$ cat src/rtl/id_ex_stage.sv
// ============================================================================
// Module  : id_ex_stage
// Brief   : ID/EX pipeline register. Decodes ALUOp/funct into ALUControl and
//           selects ALU operands. Optional macro ID_EX_ILLEGAL_TRAP_EN adds a
//           sticky Illegal flag and an error code for undefined funct.
// Revision: 1.0 - initial release
// ============================================================================
`default_nettype none

module id_ex_stage #(
  parameter int DATA_W = 32,
  parameter int REG_W  = 5
) (
  input  logic              Clk,
  input  logic              Reset,
  input  logic              Stall,
  input  logic              Flush,
  input  logic              In_Valid,
  input  logic              In_RegWrite,
  input  logic              In_MemRead,
  input  logic              In_MemWrite,
  input  logic              In_MemToReg,
  input  logic              In_Branch,
  input  logic              In_ALUSrc,
  input  logic              In_RegDst,
  input  logic [2:0]        In_ALUOp,
  input  logic [5:0]        In_Funct,
  input  logic [4:0]        In_Shamt,
  input  logic [DATA_W-1:0] In_ReadData1,
  input  logic [DATA_W-1:0] In_ReadData2,
  input  logic [DATA_W-1:0] In_Imm,
  input  logic [REG_W-1:0]  In_Rt,
  input  logic [REG_W-1:0]  In_Rd,
  input  logic [31:0]       In_PCPlus4,
`ifdef ID_EX_ILLEGAL_TRAP_EN
  output logic              Illegal,
`endif
  output logic              Out_Valid,
  output logic [3:0]        ALUControl,
  output logic [DATA_W-1:0] ALU_A,
  output logic [DATA_W-1:0] ALU_B,
  output logic [DATA_W-1:0] Out_StoreData,
  output logic [REG_W-1:0]  Out_WriteReg,
  output logic              Out_RegWrite,
  output logic              Out_MemRead,
  output logic              Out_MemWrite,
  output logic              Out_MemToReg,
  output logic              Out_Branch,
  output logic [31:0]       Out_PCPlus4
);

  localparam logic [3:0] ALU_AND = 4'd0;
  localparam logic [3:0] ALU_OR  = 4'd1;
  localparam logic [3:0] ALU_ADD = 4'd2;
  localparam logic [3:0] ALU_XOR = 4'd3;
  localparam logic [3:0] ALU_SLL = 4'd4;
  localparam logic [3:0] ALU_SRL = 4'd5;
  localparam logic [3:0] ALU_SUB = 4'd6;
  localparam logic [3:0] ALU_SLT = 4'd7;
  localparam logic [3:0] ALU_NOR = 4'd12;
  localparam logic [3:0] ALU_ERR = 4'd14;
  localparam logic [3:0] ALU_MUL = 4'd15;

  logic [3:0]        funct_ctrl;
  logic              funct_shift;
  logic              funct_undef;
  logic [3:0]        alu_ctrl;
  logic              is_shift;
  logic              is_undef;
  logic [DATA_W-1:0] op_a;
  logic [DATA_W-1:0] op_b;
  logic              bubble;
  logic              load;

  always_comb begin
    funct_ctrl  = ALU_ADD;
    funct_shift = 1'b0;
    funct_undef = 1'b0;
    case (In_Funct)
      6'h20, 6'h21: funct_ctrl = ALU_ADD;
      6'h22, 6'h23: funct_ctrl = ALU_SUB;
      6'h24:        funct_ctrl = ALU_AND;
      6'h25:        funct_ctrl = ALU_OR;
      6'h26:        funct_ctrl = ALU_XOR;
      6'h27:        funct_ctrl = ALU_NOR;
      6'h2A:        funct_ctrl = ALU_SLT;
      6'h00: begin funct_ctrl = ALU_SLL; funct_shift = 1'b1; end
      6'h02: begin funct_ctrl = ALU_SRL; funct_shift = 1'b1; end
      default: begin
        funct_undef = 1'b1;
`ifdef ID_EX_ILLEGAL_TRAP_EN
        funct_ctrl  = ALU_ERR;
`else
        funct_ctrl  = ALU_ADD;
`endif
      end
    endcase

    case (In_ALUOp)
      3'b000:  alu_ctrl = ALU_ADD;
      3'b001:  alu_ctrl = ALU_SUB;
      3'b010:  alu_ctrl = funct_ctrl;
      3'b011:  alu_ctrl = ALU_AND;
      3'b100:  alu_ctrl = ALU_OR;
      3'b101:  alu_ctrl = ALU_SLT;
      3'b110:  alu_ctrl = ALU_XOR;
      default: alu_ctrl = ALU_MUL;
    endcase

    is_shift = (In_ALUOp == 3'b010) && funct_shift;
    is_undef = (In_ALUOp == 3'b010) && funct_undef;
    // Shifts take the amount on A and the shifted value on B, regardless of ALUSrc
    op_a = is_shift ? {{(DATA_W-5){1'b0}}, In_Shamt} : In_ReadData1;
    op_b = (In_ALUSrc && !is_shift) ? In_Imm : In_ReadData2;

    bubble = Flush || (!Stall && !In_Valid);
    load   = !Flush && !Stall && In_Valid;
  end

  always_ff @(posedge Clk or negedge Reset) begin
    if (!Reset) begin
      Out_Valid     <= 1'b0;
      ALUControl    <= 4'd0;
      ALU_A         <= '0;
      ALU_B         <= '0;
      Out_StoreData <= '0;
      Out_WriteReg  <= '0;
      Out_RegWrite  <= 1'b0;
      Out_MemRead   <= 1'b0;
      Out_MemWrite  <= 1'b0;
      Out_MemToReg  <= 1'b0;
      Out_Branch    <= 1'b0;
      Out_PCPlus4   <= 32'd0;
    end else if (bubble) begin
      Out_Valid     <= 1'b0;
      ALUControl    <= ALU_ADD;
      ALU_A         <= '0;
      ALU_B         <= '0;
      Out_StoreData <= '0;
      Out_WriteReg  <= '0;
      Out_RegWrite  <= 1'b0;
      Out_MemRead   <= 1'b0;
      Out_MemWrite  <= 1'b0;
      Out_MemToReg  <= 1'b0;
      Out_Branch    <= 1'b0;
      Out_PCPlus4   <= 32'd0;
    end else if (load) begin
      Out_Valid     <= 1'b1;
      ALUControl    <= alu_ctrl;
      ALU_A         <= op_a;
      ALU_B         <= op_b;
      Out_StoreData <= In_ReadData2;
      Out_WriteReg  <= In_RegDst ? In_Rd : In_Rt;
      Out_RegWrite  <= In_RegWrite && !is_undef;
      Out_MemRead   <= In_MemRead;
      Out_MemWrite  <= In_MemWrite;
      Out_MemToReg  <= In_MemToReg;
      Out_Branch    <= In_Branch;
      Out_PCPlus4   <= In_PCPlus4;
    end
  end

`ifdef ID_EX_ILLEGAL_TRAP_EN
  // Sticky until reset; flushes deliberately leave it set
  always_ff @(posedge Clk or negedge Reset) begin
    if (!Reset) begin
      Illegal <= 1'b0;
    end else if (load && is_undef) begin
      Illegal <= 1'b1;
    end
  end
`endif

endmodule

`default_nettype wire

$ cat config.mk
export PLATFORM = sky130hd
export DESIGN_NAME = id_ex_stage
export DESIGN_NICKNAME = d
export VERILOG_FILES = /design/src/rtl/id_ex_stage.sv
export SDC_FILE = /design/constraint.sdc
export NUM_CORES = 1
export LEC_CHECK = 0
export ABC_AREA = 1
export CORE_MARGIN = 4
export CORE_UTILIZATION = 45
export DETAILED_ROUTE_END_ITERATION = 7
export GPL_TIMING_DRIVEN = 0
export HOLD_SLACK_MARGIN = 0.15
export PLACE_DENSITY = 0.94
export SLEW_MARGIN = 20
export SYNTH_ARGS = -nofsm -noshare
export SYNTH_HDL_FRONTEND = slang
export SYNTH_SLANG_ARGS = --single-unit
$ cat constraint.sdc
create_clock -name Clk -period 2.6 [get_ports Clk]
set_clock_uncertainty 0.2 [all_clocks]
set_input_delay 0.26 -clock Clk [delete_from_list [all_inputs] [get_ports Clk]]
set_output_delay 0.26 -clock Clk [all_outputs]
set_load 0.05 [all_outputs]
==> flow_metrics.tcl <==
set metrics [dict create \
    layout_common_cells "clkdlybuf4s50_1 (305), nand3_1 (147), nand2_1 (147), dfrtp_1 (143), o21ai_0 (70)" \
    tightest_slew_ps 616 \
    max-slew-margin-rel 0.589 \
    cts_setup_buffers 0 \
    path_class "reg2out" \
    fin_util 0.740 \
    drt_iter0_markers 327 \
    start_util 0.464 \
    critPathBufInv 1 \
    critPathLaunchType "flop" \
    slowest_delay_ps 860 \
    worst_ep_required_time_ps 2140 \
    finalMaxSlewViolations 0 \
    syn_area_um2 6520 \
    rows 43 \
    grt_antenna_before_repair 0 \
    cts-hold-fix-buffers 1 \
    leakage_nw 4.79 \
    antennaDiodeCount 0 \
    cts_root_buf "clkbuf_16" \
    syn_inst 721 \
    cts_tree "yes" \
    overflow 0 \
    drt_pre_antenna_iters 7 \
    slowest_stage "clkdlybuf4s50_1" \
    layout_commonest_cell "clkdlybuf4s50_1" \
    syn_nets 885 \
    path_delay_family "buffers and inverters" \
    avgSynthCellArea_um2 9.04 \
    final_antenna_net_count 0 \
    endpoint_kind "output port" \
    outcome "finished, final reports clean" \
    place_ws_ps 200 \
    hpwlAfterDp_um 17500 \
    area_growth_pct 59.4 \
    worstPathCellList "clkdlybuf4s50_1" \
    ys_seq_area_frac 0.549 \
    timing.final.ws_setup_ps 480 \
    die_h_um 128 \
    clockBufferDepth 2 \
    place.gp.congestion 0.904 \
    drcViolationCount 0 \
    peakVddDrop_mv 0.456 \
    clock_latency_ps 400 \
    final_nets 1212 \
    grt_pass1_wl_um 36400 \
    tns_ps 0 \
    worstHoldPathType "in2async" \
    drive_above_1_share 0.127 \
    wl_per_cell_um 19.1 \
    crit_fanout 2 \
    fmax_mhz 472 \
    setup_viol_count_final 0 \
    wl_um 23700 \
    cts-resized-gates 0 \
    fin_crit_ps 2120 \
    htree_levels 4 \
    ys_ff_latch 143 \
    grt_max_degree 83 \
    powerDensity_nw_per_um2 573 \
    cts_made_buffers 17 \
    period_share 0.815 \
    clk_pin_slew_ps 60 \
    core_um2 14000 \
    post_drt_via_cell_ratio 5.36 \
    grt_pass1_vias 6876 \
    io_buffers 306 \
    final_hold_viol_count 0 \
    yosysWarnings 0 \
    rsz0062_at_grt "no" \
    cts_sinks 143 \
    die_w_um 128 \
    vias 6641 \
    crit_arrival_ps 1660 \
    io_pins 307 \
    yosysUniqueCellTypes 31 \
    dieArea_um2 16500 \
    drv_cap 0 \
    gr-usage-all-layers 0.284 \
    timing.hold.ws_ps 186 \
]
-- metrics by stage --
step	cells	area [um^2]	total power (W)
floorplan	721	6520	0.00305
global placement	1207	9810	0.00366
detailed placement	1208	9840	0.00368
CTS	1238	10400	0.00598
global route	1238	10400	0.00615
finish	1238	10400	0.00596
-- cells in the mapped netlist (all sizes together) --
library cell,count,share of area
nor4,1,0.00096
nand2,150,0.090
dfrtp,143,0.55
clkbuf,14,0.0081
inv,45,0.026
nand3,148,0.11
o21ai,105,0.097
nor3,1,0.00077
buf,40,0.039
nor2,31,0.023
a211oi,1,0.0012
o22ai,1,0.00096
and3,1,0.00096
o31ai,5,0.0058
a21oi,35,0.043
-- registers in the layout (all words and copies together) (netlist names) --
name,cells
Out_MemToReg,1
Out_MemWrite,1
Out_PCPlus4,32
ALU_B,32
Out_RegWrite,1
Out_MemRead,1
Out_Branch,1
Out_WriteReg,5
Out_StoreData,32
Out_Valid,1
ALU_A,32
ALUControl,4
-- power breakdown --
part	switching (W)	total (W)	internal, W
Sequential	0.0000661	0.00240	0.00233
Clock	0.000892	0.00231	0.00141
Combinational	0.000765	0.00126	0.000494
Total	0.00172	0.00596	0.00424
-- logic make-up after synthesis --
group | count (synthesis) | synth area share
simple gates | 332 | 0.230
compound gates | 147 | 0.148
flops | 143 | 0.549
buf+inv | 99 | 0.0737
-- metal layers --
layer / wire length [um] / vias up / GRT usage / share of wire
met3: 2170 / 50 / 0.0851 / 0.092
li1: - / 3055 / - / -
met2: 11900 / 331 / 0.494 / 0.50
met5: 0 / - / 0 / 0
met1: 8820 / 3205 / 0.327 / 0.37
met4: 724 / 0 / 0.118 / 0.031
-- area by class of cell --
class                           count  area [um^2]
Inverter                           45          171
Timing Repair Buffer              308         3110
Multi-Input combinational cell    479         2460
Tap cell                          180          225
Fill cell                         959         3650
Clock buffer                       21          450
Clock inverter                      8         92.6
Buffer                             54          309
Sequential cell                   143         3580
-- path summary, 6_finish.rpt --
| path | start | endpoint | slack (ps) | depth (start not counted) |
|---|---|---|---|---|
| worst max-delay path | ALU_B[5] | ALU_B[5] | 480 | 1 |
| worst min-delay path | Reset | Out_WriteReg[2] | 190 | 2 |
| worst max register to register | ALUControl[1] | ALUControl[1] | 1580 | 2 |
| worst min register to register | Out_PCPlus4[19] | Out_PCPlus4[19] | 300 | 2 |
| max in group asynchronous | Reset | Out_PCPlus4[4] | 1230 | 3 |
| min in group Clk | In_PCPlus4[16] | Out_PCPlus4[16] | 190 | 3 |
Power figures use the tool's default switching activity.
